<file path="src/rtl/switch_debouncer_pkg.sv">
// Shared types and defaults for the switch debouncer: FSM state encoding and the
// default qualification length.
package switch_debouncer_pkg;

  typedef enum logic [1:0] {
    StIdleLow  = 2'd0,
    StWaitHigh = 2'd1,
    StIdleHigh = 2'd2,
    StWaitLow  = 2'd3
  } state_e;

  localparam int unsigned DefaultDebounceCycles = 16;
  localparam int unsigned DefaultSyncStages     = 2;

endpackage

</file>
<file path="src/rtl/switch_debouncer_sync_ff.sv">
// Multi-flop synchronizer bringing an asynchronous level into the clk domain.
// q is the last stage of the chain.
module switch_debouncer_sync_ff #(
  parameter int unsigned STAGES = 2
) (
  input  logic clk,
  input  logic reset,
  input  logic d,
  output logic q
);

  logic [STAGES-1:0] chain_q;

  always_ff @(posedge clk) begin
    if (reset) begin
      chain_q <= '0;
    end else begin
      chain_q <= {chain_q[STAGES-2:0], d};
    end
  end

  assign q = chain_q[STAGES-1];

endmodule

</file>
<file path="src/rtl/switch_debouncer.sv">
// Debounces a bouncy switch input into a registered clean level with one-cycle
// change/rise/fall strobes and a busy flag while a change is being qualified.
module switch_debouncer
  import switch_debouncer_pkg::*;
#(
  parameter int unsigned DEBOUNCE_CYCLES = DefaultDebounceCycles,
  parameter int unsigned SYNC_STAGES     = DefaultSyncStages
) (
  input  logic clk,
  input  logic reset,
  input  logic raw_in,
  output logic clean_d,
  output logic en_pulse,
  output logic rise,
  output logic fall,
  output logic busy
);

  localparam int unsigned CNT_W = $clog2(DEBOUNCE_CYCLES + 1);
  // cnt holds the number of agreeing samples already seen; the current sample is the last one.
  localparam logic [CNT_W-1:0] CntLast = CNT_W'(DEBOUNCE_CYCLES - 1);
  localparam logic [CNT_W-1:0] CntOne  = CNT_W'(1);

  logic             sync_s;
  state_e           state;
  logic [CNT_W-1:0] cnt;

  switch_debouncer_sync_ff #(
    .STAGES(SYNC_STAGES)
  ) u_sync (
    .clk  (clk),
    .reset(reset),
    .d    (raw_in),
    .q    (sync_s)
  );

  always_ff @(posedge clk) begin
    if (reset) begin
      state    <= StIdleLow;
      cnt      <= '0;
      clean_d  <= 1'b0;
      en_pulse <= 1'b0;
      rise     <= 1'b0;
      fall     <= 1'b0;
      busy     <= 1'b0;
    end else begin
      en_pulse <= 1'b0;
      rise     <= 1'b0;
      fall     <= 1'b0;
      unique case (state)
        StIdleLow: begin
          if (!sync_s) begin
            cnt <= '0;
          end else if (DEBOUNCE_CYCLES == 1) begin
            state    <= StIdleHigh;
            cnt      <= '0;
            clean_d  <= 1'b1;
            en_pulse <= 1'b1;
            rise     <= 1'b1;
          end else begin
            state <= StWaitHigh;
            cnt   <= CntOne;
            busy  <= 1'b1;
          end
        end
        StWaitHigh: begin
          if (!sync_s) begin
            state <= StIdleLow;
            cnt   <= '0;
            busy  <= 1'b0;
          end else if (cnt >= CntLast) begin
            state    <= StIdleHigh;
            cnt      <= '0;
            busy     <= 1'b0;
            clean_d  <= 1'b1;
            en_pulse <= 1'b1;
            rise     <= 1'b1;
          end else begin
            cnt <= cnt + CntOne;
          end
        end
        StIdleHigh: begin
          if (sync_s) begin
            cnt <= '0;
          end else if (DEBOUNCE_CYCLES == 1) begin
            state    <= StIdleLow;
            cnt      <= '0;
            clean_d  <= 1'b0;
            en_pulse <= 1'b1;
            fall     <= 1'b1;
          end else begin
            state <= StWaitLow;
            cnt   <= CntOne;
            busy  <= 1'b1;
          end
        end
        StWaitLow: begin
          if (sync_s) begin
            state <= StIdleHigh;
            cnt   <= '0;
            busy  <= 1'b0;
          end else if (cnt >= CntLast) begin
            state    <= StIdleLow;
            cnt      <= '0;
            busy     <= 1'b0;
            clean_d  <= 1'b0;
            en_pulse <= 1'b1;
            fall     <= 1'b1;
          end else begin
            cnt <= cnt + CntOne;
          end
        end
        default: begin
          state <= StIdleLow;
          cnt   <= '0;
          busy  <= 1'b0;
        end
      endcase
    end
  end

endmodule

</file>
<file path="config.mk">
export PLATFORM = sky130hd
export DESIGN_NAME = switch_debouncer
export DESIGN_NICKNAME = d
export VERILOG_FILES = /design/src/rtl/switch_debouncer_pkg.sv /design/src/rtl/switch_debouncer_sync_ff.sv /design/src/rtl/switch_debouncer.sv
export SDC_FILE = /design/constraint.sdc
export NUM_CORES = 1
export LEC_CHECK = 0
export CAP_MARGIN = 5
export CORE_AREA = 5 5 42 44
export DETAILED_ROUTE_END_ITERATION = 16
export DIE_AREA = 0 0 47 49
export GPL_TIMING_DRIVEN = 0
export PLACE_DENSITY = 0.66
export SYNTH_ARGS = -nofsm -noshare
export SYNTH_HDL_FRONTEND = slang
export SYNTH_SLANG_ARGS = --single-unit
export TNS_END_PERCENT = 50
</file>
<file path="constraint.sdc">
create_clock -name clk -period 2.1 [get_ports clk]
set_input_delay 0.42 -clock clk [delete_from_list [all_inputs] [get_ports clk]]
set_output_delay 0.42 -clock clk [all_outputs]
set_load 0.02 [all_outputs]
</file>
==> implementation parameters <==
Parameter                              Value

Power and ir drop
  Sequential Power Share    55.6%
  Proportion of total power due to net switching    20.92%
  Leakage power figure    0.2873 nW
  Tot Pwr    0.5005 mW
  Power per unit of standard cell area    710.5 nW/um^2
  Total internal power    about 0.40 mW
  Switching component of the power    0.1047 mW
  Relative contribution of combinational cells to total power    approximately 6.5%
  Share of power burned in the clock network    37.9%
  Maximum vdd drop    approximately 430 uV

Die
  Die Outline Area    2303 sq um
  Die boundary height    49 microns
  Starting Density    41.25%
  Number of placement rows    14
  Ports placed on the boundary    8
  Chip Width    47 microns
  Core region area    1401 sq um

STA
  Setup repair after global routing missed its margin    no
  Headroom to the max-slew limit    76.02%
  Final Max Tran Viols    0
  Period Utilization, post-route    83.44%
  Fmax    between 500 and 600 MHz
  Aggregate negative setup slack    0 ns
  Final setup margin    around 0.35 ns
  Slew of the pin with the lowest slew margin    0.3584 ns
  Final setup violation count    0
  Clock period minus worst slack    1.752 ns
  Final hold violation count    0
  Setup clock skew after layout    0.004016 ns

Setup path
  Maximum fanout along the worst path    5
  Nature of the critical path endpoint    register
  Depth of the worst register-to-register path    6
  Cell occurring most often along the worst timing path    sky130_fd_sc_hd__ha_1
  Crit path launch type    register
  Number of stages on the worst setup path    6
  Required time at the endpoint of the critical path    2.28 ns
  Crit path largest cell delay    between 0.3 and 0.4 ns
  Dominant delay contributor by cell family on the critical path    simple AND/OR/NAND/NOR gates
  Crit path DAT    1.93 ns
  Cells along the critical path    ha_1, and3_1, ha_1, nor2_1, a21oi_2, and4bb_2
  Critical path buffer and inverter count    0
  Crit path max-delay cell type    sky130_fd_sc_hd__dfxtp_1
  Crit Path Category    reg -> reg

Detailed routing
  Number of nets with antenna violations after detailed routing    0
  Total wirelength of the detailed-routed design    a little over 900 microns
  Remaining routing DRC violations    0
  Per-cell via count in the routed design    5.195
  First-pass iteration count of the detailed router    4
  Iter 0 DRT Violations    8
  Wire length per cell after detailed routing    11.04 microns
  Vias after detailed routing    426

Clock network
  Sink Count    14
  Clock network latency to the later pin of the worst-skew pair    around 0.28 ns
  CTS tree    built
  Buffer levels on the longest clock path    2
  H-tree levels    1
  # hold bufs at CTS    0
  Post-CTS Setup Repair Bufs    0
  Quantity of gates resized following cts    0
  Clock transition at the registers of the reported paths    0.08 ns
  CTS Buf Count    3
  Clk root buf    sky130_fd_sc_hd__clkbuf_4

Final layout
  Share of cells above drive strength 1    roughly 17%
  Layout filler cell count    143
  Final design area excluding fillers    704.4 sq um
  Multi-input gate area    282.8 sq um
  Layout-stage area growth over the synthesis result    21.86%
  # diodes    0
  Storage cell area    280.3 sq um
  Utilization after layout    around 50%
  Number of nets at the end of the flow    72

Global routing
  Maximum number of pins on one net before global-route repair    11
  Number of antenna violations at the first check in global routing    0
  Total track usage    slightly below 10%
  Global-route wire length before repair    1642 microns
  Number of global-route vias before repair    a little under 400
  Global-route congestion overflow total    0

Yosys
  Commonest cells in the synthesized netlist    sky130_fd_sc_hd__dfxtp_1 (14), sky130_fd_sc_hd__nor3_1 (5), sky130_fd_sc_hd__a21oi_1 (4)
  Proportion of register bits with asynchronous set or reset after synthesis    0%
  Number of enable flip-flop cells after synthesis    0
  Main combinational cell family by area after synthesis    simple AND/OR/NAND/NOR gates
  Post-synthesis xor/xnor area fraction    4.329%
  Top cell type's share of synthesized area    48.48%
  Avg Inst Size Synth    10.51 sq um
  Warning count from the yosys run    0
  Net count of the mapped netlist    60
  Adder-cell share of the synthesized area    4.329%
  Fraction of synthesized area in multiplexers    between 1.5 and 2%
  Sequential-to-total area share from yosys stat    about half
  Most numerous cell in the Yosys netlist    sky130_fd_sc_hd__dfxtp_1
  Count of distinct cell types in the synthesized netlist    26
  Post-synthesis instance area    578.1 sq um
  Cell type contributing the most total cell area after synthesis    sky130_fd_sc_hd__dfxtp_1
  Count of mapped cells out of synthesis    55
  Top cells by area in the synthesized netlist    sky130_fd_sc_hd__dfxtp_1 (48%), sky130_fd_sc_hd__and4bb_2 (4.3%), sky130_fd_sc_hd__ha_1 (4.3%), sky130_fd_sc_hd__nor3_1 (4.3%), sky130_fd_sc_hd__a21oi_1 (3.5%)
  Most common flop cell mapped by yosys    sky130_fd_sc_hd__dfxtp_1
  Register bit count reported by yosys    14
  Simple-gate share of the synthesized area    26.62%
  Complex-gate fraction of the synthesized area    a little under an eighth

Place
  DP Area    668.1 sq um
  Count of input and output buffers    7
  Worst setup timing slack at the placement stage    0.3663 ns
  Last weighted congestion value of the routability-driven placer    0.7842
  Estimated wirelength of the detail-placed design    664.6 microns

Outcome
  Run status    complete, no violations

Flow run
  Number of maximum-capacitance violations    0

Worst hold path
  Instance count along the most critical hold path    1
  Tightest Hold Check Type    reg -> reg
metrics by stage:
stage,hold WS (ns),cells
floorplan,0.4138,55
global placement,0.4191,78
detailed placement,0.4345,78
CTS,0.4578,82
global route,0.4732,82
finish,0.4540,82
power by group through the flow:
stage / logic [mW] / clock network (mW) / registers (mW)
finish: 0.0327 / 0.190 / 0.278
global route: 0.0360 / 0.208 / 0.280
CTS: 0.0331 / 0.195 / 0.278
detailed placement: 0.0329 / 0 / 0.285
global placement: 0.0325 / 0 / 0.285
floorplan: 0.0135 / 0 / 0.289
cell families (layout without fill, tap and decap cells):
kind of cell    Yosys count  after routing
simple gates             22             22
compound gates           10             10
buf+inv                   4             15
mux                       1              1
flops                    14             14
fa+ha+maj                 2              2
xor+xnor                  2              2
sequential cells by signal, summed over array words and instances, names as in the netlist, named ones only:
name	cells
state	1
en_pulse	1
busy	1
clean_d	1
rise	1
cnt	5
u_sync.chain_q	2
fall	1
worst register-to-register path, cell delays in order, from the launching register on:
cell and delay (ns):
sky130_fd_sc_hd__dfxtp_1 0.34, sky130_fd_sc_hd__ha_1 0.22, sky130_fd_sc_hd__and3_1 0.19, sky130_fd_sc_hd__ha_1 0.20, sky130_fd_sc_hd__nor2_1 0.31, sky130_fd_sc_hd__a21oi_2 0.14
sky130_fd_sc_hd__and4bb_2 0.24
metal layers:
metal	wire length, microns	global-route usage [%]	share of wire, %
met4	31	6.912	3.4
met1	439	13.14	49
met3	51	2.214	5.6
met2	382	13.35	42
met5	0	0	0
cell type report:
class	count	area share, %
inverters	3	1.599
clock buffers	4	5.151
plain buffers	1	0.5329
multi-input cells	37	40.14
well taps	16	2.842
flip-flops and latches	14	39.79
repair buffers	7	9.947
layout by cell type (no fill, tap or decap), drive strengths merged:
cell | netlist | routed
a211oi | 2 | 2
a21oi | 5 | 5
a31oi | 1 | 1
and2 | 1 | 1
and3 | 1 | 1
and4 | 1 | 1
and4bb | 2 | 2
clkbuf | 1 | 5
clkdlybuf4s50 | 0 | 7
dfxtp | 14 | 14
ha | 2 | 2
inv | 3 | 3
mux2i | 1 | 1
nand2 | 1 | 1
nand2b | 2 | 2
nand3b | 1 | 1
nand4 | 1 | 1
nor2 | 2 | 2
nor2b | 2 | 2
nor3 | 5 | 5
o211a | 1 | 1
o32ai | 1 | 1
or2b | 2 | 2
or3 | 1 | 1
xnor2 | 1 | 1
xor2 | 1 | 1
final timing paths:
| kind | startpoint | to | slack, ns |
|---|---|---|---|
| hold reg to reg | u_sync.chain_q[0] | u_sync.chain_q[1] | 0.45 |
| setup / recovery | cnt[0] | rise | 0.35 |
| setup reg to reg | cnt[0] | rise | 0.35 |
| hold / removal | u_sync.chain_q[0] | u_sync.chain_q[1] | 0.45 |
Power figures use the tool's default switching activity.
